File: src/rtl/pwm_sample_scheduler.sv
// -----------------------------------------------------------------------------
// pwm_sample_scheduler
//
// Sample-rate controller that feeds 8-bit audio samples to the PWM and
// sigma-delta modulators. Incoming samples are buffered in a small FIFO with a
// valid/ready handshake. One sample is released every FRAMES_PER_SAMPLE PWM
// frames of 256 cycles. The output changes only on a frame boundary, so no PWM
// period is ever cut short. A small FSM handles prefill, underrun and mute.
//
// Parameters
//   DEPTH             FIFO entries (power of two, >= 2)
//   FRAMES_PER_SAMPLE 256-cycle PWM frames per audio sample (>= 1)
//   MIDSCALE          value driven to the modulators while silent
//
// Ports
//   clk           clock
//   rst_n         synchronous active-low reset
//   ena           global enable; when low, every register holds its value
//   in_data       audio sample from the producer
//   in_valid      producer has a sample
//   in_ready      FIFO can accept a sample (forced low while ena is low)
//   play_en       playback request, sampled only on sample boundaries
//   clr_underrun  clears the sticky underrun flag
//   sample_out    registered sample fed to the modulators
//   frame_cnt     PWM phase counter shared with the PWM comparator
//   frame_tick    one-cycle pulse while frame_cnt==255 and ena is high
//   fifo_level    FIFO occupancy, 0..DEPTH
//   state         0=IDLE, 1=PLAY, 2=UNDERRUN
//   underrun      sticky flag, set when a sample boundary finds the FIFO empty
// -----------------------------------------------------------------------------
module pwm_sample_scheduler #(
  parameter int              DEPTH             = 4,
  parameter int              FRAMES_PER_SAMPLE = 4,
  parameter logic [7:0]      MIDSCALE          = 8'h80
) (
  input  logic                         clk,
  input  logic                         rst_n,
  input  logic                         ena,
  input  logic [7:0]                   in_data,
  input  logic                         in_valid,
  output logic                         in_ready,
  input  logic                         play_en,
  input  logic                         clr_underrun,
  output logic [7:0]                   sample_out,
  output logic [7:0]                   frame_cnt,
  output logic                         frame_tick,
  output logic [$clog2(DEPTH+1)-1:0]   fifo_level,
  output logic [1:0]                   state,
  output logic                         underrun
);

  localparam int LVL_W = $clog2(DEPTH + 1);
  localparam int PTR_W = $clog2(DEPTH);
  localparam int FPS_W = (FRAMES_PER_SAMPLE > 1) ? $clog2(FRAMES_PER_SAMPLE) : 1;

  localparam logic [LVL_W-1:0] FULL_LVL = LVL_W'(DEPTH);
  localparam logic [LVL_W-1:0] HALF_LVL = LVL_W'(DEPTH / 2);
  localparam logic [FPS_W-1:0] FPS_LAST = FPS_W'(FRAMES_PER_SAMPLE - 1);

  typedef enum logic [1:0] {
    ST_IDLE     = 2'd0,
    ST_PLAY     = 2'd1,
    ST_UNDERRUN = 2'd2
  } state_t;

  // ---------------------------------------------------------------------------
  // Registers
  // ---------------------------------------------------------------------------
  logic [7:0]       mem [DEPTH];
  logic [PTR_W-1:0] wr_ptr;
  logic [PTR_W-1:0] rd_ptr;
  logic [LVL_W-1:0] level_q;
  logic [FPS_W-1:0] fps_cnt;
  logic [7:0]       frame_q;
  logic [7:0]       sample_q;
  state_t           state_q;
  logic             underrun_q;

  // ---------------------------------------------------------------------------
  // Combinational control
  // ---------------------------------------------------------------------------
  logic       boundary;
  logic       push;
  logic       pop;
  logic       set_underrun;
  state_t     state_next;
  logic [7:0] sample_next;
  logic [7:0] head;

  assign frame_tick = ena && (frame_q == 8'hFF);
  assign boundary   = frame_tick && (fps_cnt == FPS_LAST);

  // No full-bypass: a full FIFO refuses writes even if it pops this cycle.
  assign in_ready = ena && (level_q != FULL_LVL);
  assign push     = in_valid && in_ready;
  assign head     = mem[rd_ptr];

  // Playback FSM. It only acts on sample boundaries; between boundaries the
  // state and output hold, so play_en changes never truncate a PWM period.
  always_comb begin
    // NOTE: every output of this block gets a default first, so no path can
    // leave a variable unassigned and infer a latch.
    state_next   = state_q;
    sample_next  = sample_q;
    pop          = 1'b0;
    set_underrun = 1'b0;

    if (boundary) begin
      unique case (state_q)
        ST_IDLE: begin
          sample_next = MIDSCALE;
          if (play_en && (level_q >= HALF_LVL)) begin
            pop         = 1'b1;
            sample_next = head;
            state_next  = ST_PLAY;
          end
        end

        ST_PLAY: begin
          if (!play_en) begin
            sample_next = MIDSCALE;
            state_next  = ST_IDLE;
          end else if (level_q != '0) begin
            pop         = 1'b1;
            sample_next = head;
          end else begin
            // Starved: keep the last sample rather than jump to midscale.
            set_underrun = 1'b1;
            state_next   = ST_UNDERRUN;
          end
        end

        ST_UNDERRUN: begin
          if (!play_en) begin
            sample_next = MIDSCALE;
            state_next  = ST_IDLE;
          end else if (level_q >= HALF_LVL) begin
            // Wait for the same prefill as IDLE so playback does not stutter.
            pop         = 1'b1;
            sample_next = head;
            state_next  = ST_PLAY;
          end
        end

        default: begin
          // Encoding 3 is unreachable; recover to a silent IDLE.
          sample_next = MIDSCALE;
          state_next  = ST_IDLE;
        end
      endcase
    end
  end

  // ---------------------------------------------------------------------------
  // Sequential state
  // ---------------------------------------------------------------------------
  // NOTE: sequential state uses non-blocking assignments so every register
  // samples pre-edge values regardless of statement order.
  always_ff @(posedge clk) begin
    if (!rst_n) begin
      frame_q    <= '0;
      fps_cnt    <= '0;
      wr_ptr     <= '0;
      rd_ptr     <= '0;
      level_q    <= '0;
      sample_q   <= MIDSCALE;
      state_q    <= ST_IDLE;
      underrun_q <= 1'b0;
    end else if (ena) begin
      frame_q <= frame_q + 8'd1;

      if (frame_tick) begin
        fps_cnt <= boundary ? '0 : fps_cnt + FPS_W'(1);
      end

      if (push) wr_ptr <= wr_ptr + PTR_W'(1);
      if (pop)  rd_ptr <= rd_ptr + PTR_W'(1);

      unique case ({push, pop})
        2'b10:   level_q <= level_q + LVL_W'(1);
        2'b01:   level_q <= level_q - LVL_W'(1);
        default: level_q <= level_q;
      endcase

      sample_q <= sample_next;
      state_q  <= state_next;

      // Set has priority over clear.
      if (set_underrun)      underrun_q <= 1'b1;
      else if (clr_underrun) underrun_q <= 1'b0;
    end
  end

  // NOTE: the storage array has no reset; the pointers and level define which
  // entries are valid, so stale contents are never observed.
  always_ff @(posedge clk) begin
    if (rst_n && push) begin
      mem[wr_ptr] <= in_data;
    end
  end

  // ---------------------------------------------------------------------------
  // Outputs
  // ---------------------------------------------------------------------------
  assign sample_out = sample_q;
  assign frame_cnt  = frame_q;
  assign fifo_level = level_q;
  assign state      = state_q;
  assign underrun   = underrun_q;

endmodule

File: config.mk
export PLATFORM = sky130hd
export DESIGN_NAME = pwm_sample_scheduler
export DESIGN_NICKNAME = d
export VERILOG_FILES = /design/src/rtl/pwm_sample_scheduler.sv
export SDC_FILE = /design/constraint.sdc
export NUM_CORES = 1
export LEC_CHECK = 0
export CAP_MARGIN = 20
export CORE_ASPECT_RATIO = 0.75
export CORE_UTILIZATION = 50
export CTS_CLUSTER_SIZE = 12
export DETAILED_ROUTE_END_ITERATION = 8
export HOLD_SLACK_MARGIN = 0.08
export PLACE_DENSITY = 0.75
export SYNTH_ARGS = -nofsm -noshare
export SYNTH_HDL_FRONTEND = slang
export SYNTH_SLANG_ARGS = --single-unit
export TNS_END_PERCENT = 20
File: constraint.sdc
create_clock -name clk -period 6.8 [get_ports clk]
set_input_delay 2.04 -clock clk [delete_from_list [all_inputs] [get_ports clk]]
set_output_delay 2.04 -clock clk [all_outputs]
set_load 0.01 [all_outputs]
==> key figures, run 1 <==
Status
  – Status: finished clean

Clock tree
  – Count of cells resized by post-cts repair: 0
  – Sink Count: 62
  – Num CTS Buffers: 9
  – Clock Tree Buf Depth: 2
  – Clock transition at path regs: 0.06 ns
  – Post-CTS Setup Inserts: 0
  – # hold bufs at CTS: 0
  – CTS tree: built
  – Clk Latency, worst-skew pair: 0.34 ns
  – Root Driver: clkbuf_8
  – H-tree Lvls: 3

Drt
  – # DRC: 0
  – Highest routed layer: met4
  – Final WL: 5.27 mm
  – Final antenna-violating net count: 0
  – M1 wire length: 2.50 mm
  – Vias per inst: 5.39
  – Met3 routed WL: 332 um
  – DR vias: 1828
  – Initial DRC Count: 103
  – Met2 WL: 2.37 mm
  – Detailed-route wire length per cell: 15.5 um
  – Drt pass-1 iters: 4

Die
  – Die Width: 87.4 um
  – Die area: 0.00577 mm2
  – Die H: 66.0 um
  – # IOs: 38
  – Rows: 22
  – Core Area: 0.00506 mm2
  – Initial Util: 54.0%

Timing
  – Clk_skew: 0.00945 ns
  – Final hold vios: 0
  – Fin. max-slew vios: 0
  – PnR worst setup slack: 1.04 ns
  – Setup Viol. Count Final: 0
  – Tmin final: 5.76 ns
  – RSZ-0062 raised after global routing: no
  – Period utilization: 84.6%
  – Worst rel slew slack: 44.9%
  – Hold Slack: 0.479 ns
  – Slew @ Worst Pin: 0.823 ns
  – Setup TNS: 0 ns
  – Max Fclk: 174 MHz

Cells and area
  – Nets: 288
  – Synthesis-to-finish area growth: 23.8%
  – Design area: 0.00338 mm2
  – Antenna diodes: 0
  – Share of cells above drive strength 1: 10.9%
  – Post-layout util: 66.8%
  – Final Instance Count excl. Fillers: 339
  – Fillers: 405

Yosys
  – Syn nets: 245
  – Post-synthesis sequential area ratio: 57.1%
  – Synthesized flop and latch total: 62
  – Post-Syn Area per Cell: 12.5 um2
  – Synth top area share: 35.2%
  – Area contributors post-synth: edfxtp_1, dfxtp_1, mux4_2
  – Mapped cell area: 0.00273 mm2
  – Leading area contributor after synthesis: edfxtp_1
  – Most common cell in the netlist: edfxtp_1
  – Synth warn: 0
  – Main synth FF type: edfxtp_1
  – Most frequent cells after synthesis: edfxtp_1, dfxtp_1, nor2_1
  – Yosys cell types: 43
  – Post-synth EDFFs: 32
  – Ys async rst share: 0%
  – Cells after Synth: 219

Critical path
  – Worst Setup End Kind: primary output
  – Worst path max stage delay: 0.53 ns
  – CP Data Required Time: 4.76 ns
  – Stages on the worst setup path: 6
  – Buffers & Inverters on Critical Path: 4
  – Critical path launch point type: primary input
  – Kind of critical path: in2out
  – Worst Path Max Fanout: 11
  – CP arrival: 3.72 ns
  – Crit path cell chain: clkdlybuf4s50_1, buf_4, nand4_1, nor2_1, buf_4, clkdlybuf4s50_1
  – R2R cell count: 12
  – Crit path max-delay cell type: clkdlybuf4s50_1
  – Crit path max-delay family: buffers and inverters
  – FF-to-FF setup slack: 4.28 ns

Place
  – Final RePlAce weighted congestion: 0.786
  – Dpl hpwl: 3.75 mm
  – Dpl ws: 1.05 ns
  – Post-Place Cells: 323
  – I/O Buffers: 37
  – Area after DPL: 0.00318 mm2

Global route
  – Largest net degree at the start of global routing: 29
  – Grt total ovfl: 0
  – Vias in the first global route: 1661
  – Total GRT Usage: 20.8%
  – First-pass GRT wire length: 8.56 mm
  – Initial antenna violation count: 0

Power and ir drop
  – Worst vdd ir: 0.142 mV
  – Total power: 0.783 mW
  – Leakage power: 1.16 nW
  – Cell Pwr Density: 231 mW/mm2

Run
  – Max cap viols: 0

Hold path
  – HP Class: reg2reg
  – Worst Hold Depth: 2
[final cells by class]
| cell class | count | area (um2) | area share, % |
|---|---|---|---|
| Clock buffer | 12 | 135 | 3.99 |
| Clock inverter | 4 | 72.6 | 2.14 |
| Inverter | 15 | 56.3 | 1.66 |
| Multi-Input combinational cell | 135 | 1080 | 32.0 |
| Sequential cell | 62 | 1560 | 46.2 |
| Tap cell | 72 | 90.1 | 2.66 |
| Timing Repair Buffer | 39 | 385 | 11.4 |
[kinds of logic (layout without fill, tap and decap cells)]
| family | Yosys count | in the layout | synth area share, % |
|---|---|---|---|
| adders and majority gates | 12 | 12 | 5.77 |
| buffers and inverters | 22 | 70 | 3.25 |
| DFF | 62 | 62 | 57.1 |
| AOI/OAI and AO/OA | 37 | 37 | 8.20 |
| muxes | 12 | 12 | 8.06 |
| xor gates and xnor gates | 11 | 11 | 3.53 |
| and+or+nand+nor | 63 | 63 | 14.1 |
[worst min-delay path, delay by kind of cell (launching register included)]
family / cells / cell delay [ns]
flip-flops: 1 / 0.31
AO/OA/AOI/OAI: 2 / 0.13
[where the power goes]
group	total [mW]	leakage [nW]	internal (mW)	switching, mW
logic	0.0396	0.524	0.0197	0.0199
registers	0.402	0.531	0.398	0.00443
clock network	0.341	0.101	0.206	0.135
total	0.783	1.16	0.624	0.159
[per-layer routing]
metal / global-route usage (%) / vias up
met2: 29.9 / 52
met3: 7.49 / 9
met1: 29.0 / 865
met5: 0 / -
li1: - / 902
met4: 7.17 / 0
[flip-flops by register name, summed over array words and instances, names as in the netlist, named ones only]
| register | flops |
|---|---|
| fifo_level | 3 |
| fps_cnt | 2 |
| frame_cnt | 8 |
| mem | 32 |
| rd_ptr | 2 |
| sample_out | 8 |
| state | 2 |
| underrun | 1 |
| wr_ptr | 2 |
[cell usage in the layout (no fill, tap or decap), types with 4 or more instances in the layout]
cell and instances:
xor2_1 4, o21ai_1 11, a21oi_1 14, ha_1 11
nand2_1 7, mux2i_1 4, dfxtp_1 30, clkbuf_8 9
edfxtp_1 32, nor2_1 21, inv_1 14, mux4_2 8
xnor2_1 7, clkdlybuf4s50_1 37, nand3_1 7, nand4_1 10
[final timing paths]
check / start / end
min: sample_out[1] / sample_out[1]
max reg2reg: state[0] / fifo_level[2]
max: ena / frame_tick
min reg2reg: sample_out[1] / sample_out[1]
Power figures use the tool's default switching activity.
==> run 2, diff against run 1 <==
Settings changed: CORE_UTILIZATION 50 to 49, PLACE_DENSITY 0.75 to 0.77.
Clock period 6.8 ns to 5 ns, I/O delays scaled along.
==> key figures, run 2 (same netlist as run 1, synthesis figures left out) <==
Status
  – Status: complete, but fails checks
  – Failing checks: DRC

Drt
  – Drt pass-1 iters: 6
  – Initial DRC Count: 71
  – Final antenna-violating net count: 0
  – Final WL: 4.98 mm
  – Vias per inst: 5.23
  – Detailed-route wire length per cell: 14.6 um
  – # DRC: 2
  – DR vias: 1782

Run
  – Max cap viols: 0

Critical path
  – Worst path max stage delay: 0.53 ns
  – Crit path cell chain: clkdlybuf4s50_1, nand4_1, nor2_1, buf_4, clkdlybuf4s50_1
  – Buffers & Inverters on Critical Path: 3
  – Stages on the worst setup path: 5
  – Crit path max-delay cell type: clkdlybuf4s50_1
  – R2R cell count: 11
  – CP Data Required Time: 3.50 ns
  – Kind of critical path: in2out
  – Most used cell along the critical path: clkdlybuf4s50_1
  – Critical path launch point type: primary input
  – CP arrival: 2.99 ns
  – Crit path max-delay family: buffers and inverters
  – Worst Path Max Fanout: 5
  – Worst Setup End Kind: primary output

Cells and area
  – Largest register FFs: 32
  – Design area: 0.00339 mm2
  – Register area: 0.00156 mm2
  – Nets: 288
  – Share of cells above drive strength 1: 11.3%
  – Synthesis-to-finish area growth: 24.1%
  – Largest Register: mem
  – Fillers: 431
  – Commonest non-fill, non-tap cells in the layout: clkdlybuf4s50_1, edfxtp_1, dfxtp_1
  – Area of the multi-input gates: 0.00108 mm2
  – Antenna diodes: 0
  – Final Instance Count excl. Fillers: 341
  – Commonest non-fill, non-tap cell in the layout: clkdlybuf4s50_1

Clock tree
  – Num CTS Buffers: 9
  – Sink Count: 62
  – Clk Latency, worst-skew pair: 0.33 ns
  – Root Driver: clkbuf_8
  – # hold bufs at CTS: 0
  – CTS tree: built
  – Clock Tree Buf Depth: 2
  – Clock transition at path regs: 0.07 ns
  – H-tree Lvls: 3
  – Post-CTS Setup Inserts: 0
  – Count of cells resized by post-cts repair: 0

Place
  – Final RePlAce weighted congestion: 0.794
  – I/O Buffers: 37
  – Post-Place Cells: 326
  – Area after DPL: 0.00318 mm2
  – Dpl hpwl: 3.52 mm

Timing
  – Clk_skew: 0.00654 ns
  – Final hold vios: 0
  – Period utilization: 89.8%
  – Max Fclk: 223 MHz
  – RSZ-0062 raised after global routing: no
  – Setup Viol. Count Final: 0
  – Slew @ Worst Pin: 0.777 ns
  – Tmin final: 4.49 ns
  – Setup TNS: 0 ns
  – Worst rel slew slack: 48.0%
  – Fin. max-slew vios: 0

Global route
  – Grt total ovfl: 0
  – Vias in the first global route: 1605
  – First-pass GRT wire length: 7.95 mm
  – Largest net degree at the start of global routing: 29
  – Total GRT Usage: 19.0%
  – Initial antenna violation count: 0

Die
  – Rows: 23
  – Die area: 0.00588 mm2
  – Core Area: 0.00535 mm2
  – Die Width: 88.2 um
  – Initial Util: 51.1%
  – Die H: 66.7 um
  – # IOs: 38

Hold path
  – HP Class: reg2reg
  – Worst Hold Depth: 2

Power and ir drop
  – Worst vdd ir: 0.165 mV
  – Leakage power: 1.16 nW
  – Cell Pwr Density: 315 mW/mm2
-- run 2: tightest hold or removal path, stage by stage, from the launching register on --
cell	delay, ns
dfxtp_1	0.31
nand2_1	0.05
a21oi_1	0.05
-- run 2: report_power, final --
part	switching, mW	internal, mW
Combinational	0.0263	0.0267
Sequential	0.00564	0.541
Clock	0.190	0.279
Total	0.222	0.847
-- run 2: layout make-up --
cell class / count / area share (%)
clock buffer: 10 / 3.76
clock inverter: 5 / 2.51
inverter: 15 / 1.66
multi-input combinational: 135 / 31.9
sequential: 62 / 46.0
tap: 75 / 2.77
timing repair buffer: 39 / 11.4
-- run 2: path summary, 6_finish.rpt --
| check | end | from | slack, ns |
|---|---|---|---|
| max reg2reg | fifo_level[2] | state[0] | 2.49 |
| min | underrun | underrun | 0.45 |
| min reg2reg | underrun | underrun | 0.45 |
| max | frame_tick | ena | 0.51 |
-- run 2: per-layer routing --
| metal | wire, um | up-vias | track usage (%) |
|---|---|---|---|
| li1 | - | 897 | - |
| met1 | 2490 | 832 | 26.2 |
| met2 | 2170 | 47 | 26.9 |
| met3 | 275 | 6 | 7.81 |
| met4 | 48 | 0 | 6.25 |
| met5 | 0 | - | 0 |
-- run 2: per-stage QoR --
stage / power (mW) / util [%] / hold slack (ns) / worst slack (ns)
final: 1.07 / 63.4 / 0.452 / 0.511
after global routing: 1.11 / 63.4 / 0.480 / 0.422
after CTS: 1.08 / 63.4 / 0.453 / 0.503
after detailed placement: 0.611 / 59.4 / 0.445 / 0.512
after global placement: 0.610 / 59.4 / 0.441 / 0.531
after floorplan: 0.584 / - / 0.445 / 1.29
==> run 3, diff against run 2 <==
Settings changed: CORE_MARGIN set to 5, CORE_UTILIZATION 49 to 40, PLACE_DENSITY 0.77 to 0.65, TNS_END_PERCENT 20 to 100.
==> key figures, run 3 (same netlist as run 1, synthesis figures left out) <==
Die
  – Die area: 0.00860 mm2
  – Core Area: 0.00673 mm2
  – Die H: 81.6 um
  – Rows: 26
  – # IOs: 38
  – Initial Util: 40.6%
  – Die Width: 105 um

Timing
  – Final hold vios: 0
  – Tmin final: 4.50 ns
  – Setup Viol. Count Final: 0
  – Period utilization: 89.9%
  – Fin. max-slew vios: 0
  – Clk_skew: 0.00978 ns
  – RSZ-0062 raised after global routing: no
  – Slew @ Worst Pin: 0.743 ns
  – Max Fclk: 222 MHz
  – Worst rel slew slack: 50.3%
  – Setup TNS: 0 ns

Status
  – Status: finished clean

Clock tree
  – Clock Tree Buf Depth: 2
  – Clock transition at path regs: 0.07 ns
  – Sink Count: 62
  – Clk Latency, worst-skew pair: 0.33 ns
  – Root Driver: clkbuf_8
  – Num CTS Buffers: 9
  – Count of cells resized by post-cts repair: 0
  – Post-CTS Setup Inserts: 0
  – H-tree Lvls: 3
  – CTS tree: built
  – # hold bufs at CTS: 0

Cells and area
  – Register area: 0.00156 mm2
  – Share of cells above drive strength 1: 11.3%
  – Fillers: 618
  – Synthesis-to-finish area growth: 22.8%
  – Area of the multi-input gates: 0.00108 mm2
  – Commonest non-fill, non-tap cell in the layout: clkdlybuf4s50_1
  – Nets: 288
  – Antenna diodes: 0
  – Largest Register: mem
  – Largest register FFs: 32
  – Commonest non-fill, non-tap cells in the layout: clkdlybuf4s50_1, edfxtp_1, dfxtp_1

Critical path
  – RR Startpoint: frame_cnt[0]
  – Worst Path Max Fanout: 3
  – CP arrival: 3.00 ns
  – Kind of critical path: in2out
  – CP Data Required Time: 3.50 ns
  – Reg-to-reg endpoint: fifo_level[2]
  – R2R cell count: 12
  – FF-to-FF setup slack: 2.42 ns
  – Worst Setup End Kind: primary output
  – Critical path launch point type: primary input

Power and ir drop
  – Worst vdd ir: 0.219 mV
  – Total power: 0.970 mW
  – Cell Pwr Density: 289 mW/mm2
  – Leakage power: 1.13 nW

Drt
  – Final WL: 5.29 mm
  – Detailed-route wire length per cell: 15.1 um
  – DR vias: 1774
  – Drt pass-1 iters: 4
  – # DRC: 0
  – Vias per inst: 5.07
  – Initial DRC Count: 60
  – Final antenna-violating net count: 0

Global route
  – Vias in the first global route: 1781
  – Initial antenna violation count: 0
  – Largest net degree at the start of global routing: 29
  – Grt total ovfl: 0
  – First-pass GRT wire length: 8.79 mm
  – Total GRT Usage: 13.4%

Place
  – Dpl hpwl: 3.77 mm
  – Final RePlAce weighted congestion: 0.777
  – I/O Buffers: 37

Hold path
  – HP Class: reg2reg
  – Hold path startpoint: rd_ptr[1]
  – Worst Hold Depth: 2

Run
  – Max cap viols: 0
run 3: changes by cell type in the layout (fill, tap and decap cells not counted):
cell and change:
bufinv_16 -2, clkinvlp_4 +2, clkbuf_1 -1, clkinv_1 +1, clkinv_2 +1, clkinv_4 -1
run 3: how the worst max path moves through the flow:
| stage | end | startpoint | slack (ns) | cells past startpoint |
|---|---|---|---|---|
| after floorplan | frame_tick | ena | 1.29 | 3 |
| after global placement | frame_tick | ena | 0.55 | 4 |
| after detailed placement | frame_tick | ena | 0.52 | 4 |
| after CTS | frame_tick | ena | 0.51 | 4 |
| after global routing | frame_tick | ena | 0.45 | 4 |
| final | frame_tick | ena | 0.50 | 4 |
run 3: layout make-up:
cell class / instances / share of cell area [%]
Inverter: 15 / 1.68
Clock inverter: 6 / 1.19
Sequential cell: 62 / 46.5
Clock buffer: 9 / 3.69
Multi-Input combinational cell: 135 / 32.3
Timing Repair Buffer: 39 / 11.5
Tap cell: 84 / 3.13
run 3: layer usage:
metal  share of wire [%]  GRT usage, %  routed length, um  vias to the layer above
met2                  45          20.7               2360                       30
met5                   0             0                  0                        -
met3                 3.9          4.63                207                        6
met4                 1.2          5.37                 61                        0
met1                  50          17.3               2660                      838
li1                    -             -                  -                      900
run 3: worst max-delay path, cell delays in order:
cell             delay, ns
clkdlybuf4s50_1       0.49
nand4_1               0.21
nor2_1                0.23
clkdlybuf4s50_1       0.57
run 3: report_power, final:
| group | switching [mW] | internal [mW] | leakage (nW) |
|---|---|---|---|
| Combinational | 0.0266 | 0.0268 | 0.524 |
| Clock | 0.195 | 0.175 | 0.0747 |
| Sequential | 0.00563 | 0.541 | 0.531 |
run 3: through the flow:
step	worst slack (ns)	hold WS, ns	cells	util [%]	instance area, um2
4_1_cts	0.508	0.472	350	49.8	3350
5_1_grt	0.445	0.503	350	49.8	3350
6_report	0.503	0.470	350	49.8	3350
3_5_place_dp	0.520	0.461	335	47.4	3190
2_1_floorplan	1.29	0.445	219	-	2730
3_3_place_gp	0.547	0.458	335	47.4	3190
